$ cat config.mk
export PLATFORM = sky130hd
export DESIGN_NAME = pipe_hazard_scoreboard
export DESIGN_NICKNAME = d
export VERILOG_FILES = /design/src/rtl/pipe_hazard_scoreboard_pkg.sv /design/src/rtl/pipe_hazard_scoreboard_fwd_match.sv /design/src/rtl/pipe_hazard_scoreboard.sv
export SDC_FILE = /design/constraint.sdc
export NUM_CORES = 1
export LEC_CHECK = 0
export ABC_CLOCK_PERIOD_IN_PS = 4650
export CORE_MARGIN = 1.5
export CORE_UTILIZATION = 56
export CTS_BUF_LIST = sky130_fd_sc_hd__clkbuf_2
export CTS_CLUSTER_DIAMETER = 40
export DETAILED_ROUTE_END_ITERATION = 16
export PLACE_DENSITY_LB_ADDON = 0.25
export RECOVER_POWER = 100
export SYNTH_ARGS = -nofsm -noshare
export SYNTH_HDL_FRONTEND = slang
export SYNTH_SLANG_ARGS = --single-unit
export TNS_END_PERCENT = 10
$ cat constraint.sdc
create_clock -name clk -period 4.65 [get_ports clk]
set_input_delay 1.1625 -clock clk [delete_from_list [all_inputs] [get_ports clk]]
set_output_delay 1.1625 -clock clk [all_outputs]
set_load 0.02 [all_outputs]
$ cat src/rtl/pipe_hazard_scoreboard_pkg.sv
// Shared pipeline definitions for the ID-stage hazard/forwarding unit.
//   REG_AW        register-number width (register 0 is hard-wired zero)
//   FWD_*         operand-source codes driven on fwd_a / fwd_b
//   stage_entry_t shadow copy of one in-flight instruction's write-back info
package pipe_hazard_scoreboard_pkg;

  localparam int REG_AW = 5;

  localparam int FWD_RF  = 0;
  localparam int FWD_EX  = 1;
  localparam int FWD_MEM = 2;
  localparam int FWD_WB  = 3;

  typedef struct packed {
    logic              valid;
    logic              wreg;
    logic              m2reg;
    logic [REG_AW-1:0] wn;
  } stage_entry_t;

endpackage

$ cat src/rtl/pipe_hazard_scoreboard_fwd_match.sv
// pipe_fwd_match: combinational priority search for one source operand.
// Finds the youngest in-flight stage that writes the operand's register and
// reports either a forwarding code (k+1) or that the value is not yet ready
// (a load that has not reached LOAD_LAT).
//   i_stage      shadow entries, index 0 = EX (youngest)
//   i_id_valid   ID holds a real instruction
//   i_use        instruction actually reads this operand
//   i_src        operand register number
//   o_fwd        0 = regfile, k+1 = stage k result
//   o_not_ready  youngest producer is a load whose data is not forwardable yet
module pipe_fwd_match
  import pipe_hazard_scoreboard_pkg::*;
#(
  parameter int DEPTH    = 3,
  parameter int LOAD_LAT = 1,
  parameter int FW       = $clog2(DEPTH + 1)
) (
  input  stage_entry_t [DEPTH-1:0] i_stage,
  input  logic                     i_id_valid,
  input  logic                     i_use,
  input  logic [REG_AW-1:0]        i_src,
  output logic [FW-1:0]            o_fwd,
  output logic                     o_not_ready
);

  logic w_read;

  assign w_read = i_id_valid & i_use & (i_src != '0);

  // Walk from oldest to youngest so the youngest match is the last assignment.
  always_comb begin
    o_fwd       = FW'(FWD_RF);
    o_not_ready = 1'b0;
    for (int k = DEPTH - 1; k >= 0; k--) begin
      if (w_read && i_stage[k].valid && i_stage[k].wreg && (i_stage[k].wn == i_src)) begin
        if (i_stage[k].m2reg && (k < LOAD_LAT)) begin
          o_fwd       = FW'(FWD_RF);
          o_not_ready = 1'b1;
        end else begin
          o_fwd       = FW'(k + 1);
          o_not_ready = 1'b0;
        end
      end
    end
  end

endmodule

$ cat src/rtl/pipe_hazard_scoreboard.sv
// pipe_hazard_scoreboard: ID-stage hazard and forwarding unit.
// Keeps a shadow shift register of destination info for DEPTH post-ID stages,
// drives load-use stall and per-operand forwarding selects, kills the ID/EX
// instructions on a taken jump and counts stall cycles (saturating).
//   clk, clrn                      clock / async active-low reset
//   id_valid, id_rs, id_rt         ID instruction and its source registers
//   id_use_rs, id_use_rt           which sources are actually read
//   id_wreg, id_m2reg, id_wn       ID instruction's write-back info
//   flush                          taken jump resolved in MEM
//   cnt_clr                        synchronous clear of stall_cnt
//   stall                          hold PC / IF-ID, bubble into EX
//   fwd_a, fwd_b                   operand sources (0 = regfile, k+1 = stage k)
//   stall_cnt                      saturating stall-cycle count
module pipe_hazard_scoreboard #(
  parameter int DEPTH    = 3,
  parameter int REG_AW   = pipe_hazard_scoreboard_pkg::REG_AW,
  parameter int LOAD_LAT = 1,
  parameter int CNT_W    = 16,
  parameter int FW       = $clog2(DEPTH + 1)
) (
  input  logic              clk,
  input  logic              clrn,
  input  logic              id_valid,
  input  logic [REG_AW-1:0] id_rs,
  input  logic [REG_AW-1:0] id_rt,
  input  logic              id_use_rs,
  input  logic              id_use_rt,
  input  logic              id_wreg,
  input  logic              id_m2reg,
  input  logic [REG_AW-1:0] id_wn,
  input  logic              flush,
  input  logic              cnt_clr,
  output logic              stall,
  output logic [FW-1:0]     fwd_a,
  output logic [FW-1:0]     fwd_b,
  output logic [CNT_W-1:0]  stall_cnt
);

  import pipe_hazard_scoreboard_pkg::*;

  stage_entry_t [DEPTH-1:0] r_stage;
  stage_entry_t             w_entry_in;
  logic [CNT_W-1:0]         r_stall_cnt;
  logic                     w_nr_a;
  logic                     w_nr_b;
  logic                     w_issue;

  pipe_fwd_match #(
    .DEPTH    (DEPTH),
    .LOAD_LAT (LOAD_LAT),
    .FW       (FW)
  ) u_match_rs (
    .i_stage     (r_stage),
    .i_id_valid  (id_valid),
    .i_use       (id_use_rs),
    .i_src       (id_rs),
    .o_fwd       (fwd_a),
    .o_not_ready (w_nr_a)
  );

  pipe_fwd_match #(
    .DEPTH    (DEPTH),
    .LOAD_LAT (LOAD_LAT),
    .FW       (FW)
  ) u_match_rt (
    .i_stage     (r_stage),
    .i_id_valid  (id_valid),
    .i_use       (id_use_rt),
    .i_src       (id_rt),
    .o_fwd       (fwd_b),
    .o_not_ready (w_nr_b)
  );

  // A flush kills the ID instruction, so it can never be waiting on anything.
  assign stall   = (w_nr_a | w_nr_b) & ~flush;
  assign w_issue = id_valid & ~stall & ~flush;

  // Non-issuing cycles put a fully zeroed bubble into EX.
  always_comb begin
    w_entry_in = '0;
    if (w_issue) begin
      w_entry_in.valid = 1'b1;
      w_entry_in.wreg  = id_wreg;
      w_entry_in.m2reg = id_m2reg;
      w_entry_in.wn    = id_wn;
    end
  end

  // On flush the EX instruction is killed on its way into MEM; older
  // stages shift normally.
  always_ff @(posedge clk or negedge clrn) begin
    if (!clrn) begin
      r_stage <= '0;
    end else begin
      for (int k = DEPTH - 1; k >= 1; k--) begin
        r_stage[k] <= ((k == 1) && flush) ? '0 : r_stage[k-1];
      end
      r_stage[0] <= w_entry_in;
    end
  end

  always_ff @(posedge clk or negedge clrn) begin
    if (!clrn) begin
      r_stall_cnt <= '0;
    end else if (cnt_clr) begin
      r_stall_cnt <= '0;
    end else if (stall && (r_stall_cnt != '1)) begin
      r_stall_cnt <= r_stall_cnt + CNT_W'(1);
    end
  end

  assign stall_cnt = r_stall_cnt;

endmodule
==> results.py, run 1 <==
metrics = {
    "drt": {
        "wl_per_cell_um": 16.0,
        "routed_wirelength_um": 4760,
        "vias_per_cell": 5.65,
        "firstDrtPassIters": 4,
        "vias": 1685,
        "drc": 0,
        "drtAntennaViolNets": 0,
        "drt_iter0_markers": 105,
    },
    "logic_synthesis": {
        "ys_async_sr_fraction": 1.00,
        "yosys_warnings": 0,
        "yosysSeqAreaShare": 0.460,
        "synth_seq_cells": 38,
        "syn_avg_cell_area_um2": 10.7,
        "synth_cell_type_count": 39,
        "synthFlopType": "dfrtp_1",
        "synth_cells": 193,
        "syn_area_um2": 2070,
        "synth_edf_count": 0,
        "synth_nets": 218,
    },
    "finish": {
        "layout-drive-gt1-share": 0.103,
        "final_common_cell": "dfrtp_1",
        "mostFrequentLayoutCells": "dfrtp_1, xnor2_1, clkdlybuf4s50_1",
        "diodes": 0,
        "area_delta_synth_final_pct": 27.5,
        "post-route-util": 0.766,
        "nets": 276,
    },
    "setup_path": {
        "path_class": "in2out",
        "r2r_cells": 7,
        "r2r_start": "stall_cnt[0]",
        "cp_slowest_stage_delay_ns": 0.50,
        "crit_required_ns": 3.49,
        "critPathMaxFanout": 3,
        "reg2reg_slack_ns": 1.84,
        "reg2reg_to": "stall_cnt[10]",
        "crit_arrival_ns": 3.32,
        "cp-end-kind": "output pin",
        "cpMaxStageDelayCell": "or4_1",
        "path_cells": "clkdlybuf4s50_1 > buf_4 > xnor2_1 > nand4_1 > or4_1 > nand3b_1 > o21ai_0 > dlygate4sd2_1",
        "cp-start-kind": "input port",
    },
    "clocking": {
        "path_clk_slew_ns": 0.19,
        "cts_tree": "done",
        "clock_sinks": 38,
        "root_buffer": "clkbuf_2",
        "cts_hold_buf": 0,
        "ctsHtreeMaxLevel": 2,
        "cts_setup_buffers": 0,
        "ctsResizeCount": 5,
        "cts_buffer_depth": 2,
        "cts_buffers": 5,
        "clk_latency_ns": 0.39,
    },
    "min_path": {
        "hold_path_end": "r_stage[23]",
        "holdPathStages": 0,
        "hold_path.class": "reg2reg",
        "hp-start": "r_stage[15]",
    },
    "sta": {
        "fin_ws_ns": 0.171,
        "finalHoldViolCount": 0,
        "rsz0062_at_grt": "false",
        "fmax_mhz": 223,
        "hold_slack_ns": 0.414,
        "min_period_over_period": 0.963,
        "min_period_ns": 4.48,
        "finalSetupViolCount": 0,
        "slew_headroom": -0.313,
        "drv_slew": 39,
        "worstMarginPinSlew_ns": 1.97,
        "finClkSkew_ns": 0.0115,
    },
    "global_routing": {
        "grt_use_total": 0.261,
        "grt_max_degree": 39,
        "grt_pass1_vias": 1686,
        "grt_pass1_wl_um": 8060,
        "antenna_found_initial": 0,
        "grt_overflow": 0,
    },
    "placed_design": {
        "dp_hpwl_um": 3660,
        "pre_cts_slack_ns": -0.105,
        "gp_congestion": 0.890,
        "numPortBuffers": 44,
    },
    "floorplan": {
        "start_util": 0.601,
        "core-area_um2": 3440,
        "chipHeight_um": 63.8,
        "boundaryPins": 45,
        "die_w_um": 63.8,
        "dieArea_um2": 4060,
        "rows": 21,
    },
    "status": {
        "outcome": "finished with violations",
        "violations": "capacitance limit, slew limit",
    },
    "power": {
        "p_leak_nw": 1.20,
        "power_density_nw_per_um2": 212,
        "peakVddDrop_mv": 0.180,
    },
    "run": {
        "maxCapViolations": 1,
    },
}
[where the power goes]
group	internal [mW]	leakage [nW]	total, mW	switching, mW
registers	0.337	0.522	0.343	0.00593
clock network	0.0343	0.0264	0.145	0.111
logic	0.0377	0.647	0.0693	0.0316
[kinds of logic (layout without fill, tap and decap cells)]
family / Yosys count / count (layout) / synth area share
compound gates: 27 / 27 / 0.117
xor+xnor: 32 / 32 / 0.136
flops: 38 / 38 / 0.460
fa+ha+maj: 1 / 1 / 0.00605
buf+inv: 7 / 66 / 0.0206
simple gates: 85 / 85 / 0.244
mux: 3 / 3 / 0.0163
[per-layer routing]
metal / up-vias / GRT usage / wire length, um
met4: 0 / 0.0652 / 18
met3: 2 / 0.0634 / 288
li1: 810 / - / -
met1: 811 / 0.348 / 2080
met2: 62 / 0.430 / 2370
met5: - / 0 / 0
[cell usage after synthesis (5+ instances only)]
cell type	count	area, um2
dfrtp_1	38	951
xnor2_1	26	228
nor2_1	12	45.0
nor2b_1	12	75.1
nand2_1	11	41.3
and2_1	9	56.3
and3_1	9	56.3
or4_1	8	60.1
nand4_1	7	43.8
xor2_1	6	52.6
a221o_1	5	50.1
nand3_1	5	25.0
[worst max path at each step]
stage	endpoint	start
2_1_floorplan	fwd_b[1]	id_rt[0]
3_3_place_gp	stall	id_rt[1]
3_5_place_dp	fwd_a[0]	id_rs[1]
4_1_cts	fwd_a[0]	id_rs[1]
5_1_grt	fwd_a[1]	id_rs[3]
6_report	fwd_a[0]	id_rs[1]
[sequential cells by signal (all words and copies together), names as in the netlist]
name / flops
r_stage: 22
stall_cnt: 16
[critical path, delay by kind of cell]
kind            cells  cell delay [ns]
xor+xnor            1             0.18
simple gates        3             0.81
buf+inv             3             1.03
compound gates      1             0.12
[layout make-up]
cell class / instances / area [um2]
inverters: 2 / 7.51
multi-input cells: 148 / 1060
clock buffers: 5 / 25.0
fillers: 241 / 807
repair buffers: 56 / 513
well taps: 46 / 57.6
flip-flops and latches: 38 / 951
clock inverters: 3 / 16.3
[metrics by stage]
stage / TNS (ns) / area [um2] / power [mW] / cells
floorplan: 0 / 2070 / 0.375 / 193
global placement: 0 / 2620 / 0.417 / 290
detailed placement: -0.274 / 2620 / 0.420 / 290
CTS: 0 / 2660 / 0.563 / 298
global route: 0 / 2640 / 0.583 / 298
finish: 0 / 2640 / 0.557 / 298
No activity file was read; power rests on OpenSTA's default activity.
==> run 2: changes to the inputs <==
--- a/config.mk
+++ b/config.mk
@@ -13,6 +13,7 @@
 export DETAILED_ROUTE_END_ITERATION = 16
 export PLACE_DENSITY_LB_ADDON = 0.25
 export RECOVER_POWER = 100
+export SKIP_CTS_REPAIR_TIMING = 1
 export SYNTH_ARGS = -nofsm -noshare
 export SYNTH_HDL_FRONTEND = slang
 export SYNTH_SLANG_ARGS = --single-unit
==> results.py, run 2 (synthesized netlist as in run 1, its figures left out) <==
metrics = {
    "status": {
        "outcome": "finished with violations",
        "violations": "capacitance limit, slew limit",
    },
    "sta": {
        "slew_headroom": -0.302,
        "fmax_mhz": 225,
        "hold_slack_ns": 0.415,
        "finalHoldViolCount": 0,
        "finalSetupViolCount": 0,
        "drv_slew": 39,
        "min_period_over_period": 0.956,
        "fin_ws_ns": 0.206,
        "rsz0062_at_grt": "false",
        "worstMarginPinSlew_ns": 1.95,
        "finClkSkew_ns": 0.00805,
        "min_period_ns": 4.44,
    },
    "clocking": {
        "cts_tree": "done",
        "path_clk_slew_ns": 0.18,
        "cts_buffer_depth": 2,
        "root_buffer": "clkbuf_2",
        "clock_sinks": 38,
        "ctsHtreeMaxLevel": 2,
        "clk_latency_ns": 0.38,
        "cts_buffers": 5,
    },
    "floorplan": {
        "core-area_um2": 3440,
        "boundaryPins": 45,
        "rows": 21,
        "dieArea_um2": 4060,
        "chipHeight_um": 63.8,
        "start_util": 0.601,
        "die_w_um": 63.8,
    },
    "power": {
        "p_leak_nw": 1.17,
        "peakVddDrop_mv": 0.180,
        "power_uw": 555,
        "power_density_nw_per_um2": 213,
    },
    "global_routing": {
        "grt_pass1_vias": 1686,
        "antenna_found_initial": 0,
        "grt_overflow": 0,
        "grt_max_degree": 39,
        "grt_pass1_wl_um": 8060,
        "grt_use_total": 0.261,
    },
    "finish": {
        "regMostFlops": "r_stage",
        "stdcell_count": 298,
        "layout-drive-gt1-share": 0.111,
        "nets": 276,
        "post-route-util": 0.757,
        "mostFrequentLayoutCells": "dfrtp_1, xnor2_1, clkdlybuf4s50_1",
        "area_delta_synth_final_pct": 26.1,
        "largest_reg_flops": 22,
        "final_common_cell": "dfrtp_1",
        "diodes": 0,
    },
    "drt": {
        "drc": 0,
        "vias": 1681,
        "vias_per_cell": 5.64,
        "drt_iter0_markers": 91,
        "drtAntennaViolNets": 0,
        "wl_per_cell_um": 15.9,
        "routed_wirelength_um": 4750,
        "firstDrtPassIters": 4,
    },
    "setup_path": {
        "critPathMaxFanout": 5,
        "cp-start-kind": "input port",
        "crit_required_ns": 3.49,
        "crit_arrival_ns": 3.28,
        "startpoint": "id_rs[3]",
        "cpMaxStageDelayCell": "dlygate4sd3_1",
        "path_cells": "dlygate4sd3_1 > or4_1 > o211ai_2 > or4_1 > a21boi_0 > clkbuf_1",
        "cp_common_cell": "or4_1",
        "cp-end-kind": "output pin",
        "cp_slowest_stage_delay_ns": 0.62,
        "path_class": "in2out",
        "r2r_start": "r_stage[4]",
    },
    "placed_design": {
        "numPortBuffers": 44,
        "dpl.cell_count": 290,
        "pre_cts_slack_ns": -0.105,
        "gp_congestion": 0.890,
        "dp_hpwl_um": 3660,
    },
    "min_path": {
        "hp-start": "r_stage[15]",
        "hold_path.class": "reg2reg",
    },
    "run": {
        "maxCapViolations": 1,
    },
}
[run 2: worst max-delay path: cells and delay by family]
kind | cells | cell delay (ns)
buffers and inverters | 2 | 0.89
AND/OR/NAND/NOR | 2 | 0.77
AO/OA/AOI/OAI | 2 | 0.46
[run 2: path summary, 6_finish.rpt]
kind | end | slack (ns) | cells past startpoint
min reg2reg | r_stage[23] | 0.42 | 0
min | r_stage[23] | 0.42 | 0
max | fwd_a[1] | 0.21 | 6
max in group asynchronous | r_stage[12] | 1.71 | 2
min in group asynchronous | stall_cnt[2] | 1.84 | 2
max reg2reg | stall_cnt[2] | 1.46 | 7
[run 2: area by class of cell]
cell class,count,area (um2)
Clock buffer,5,25.0
Timing Repair Buffer,56,492
Inverter,2,7.51
Sequential cell,38,951
Multi-Input combinational cell,148,1060
Tap cell,46,57.6
Fill cell,246,836
Clock inverter,3,16.3
[run 2: metal layers]
metal	global-route usage	share of wire	vias up	wire length, um
li1	-	-	809	-
met1	0.348	0.44	798	2110
met2	0.430	0.50	70	2360
met3	0.0634	0.054	4	256
met4	0.0652	0.0055	0	26
met5	0	0	-	0
[run 2: per-stage QoR]
step	setup TNS, ns	area [um2]
after global placement	0	2620
after detailed placement	-0.274	2620
after floorplan	0	2070
final	0	2610
after CTS	-0.290	2660
after global routing	0	2610
[run 2: power by group]
group          switching, mW  total [mW]  leakage (nW)  internal, mW
Sequential           0.00595       0.343         0.522         0.337
Clock                  0.109       0.143        0.0264        0.0343
Combinational         0.0316      0.0695         0.619        0.0379
Total                  0.146       0.555          1.17         0.409
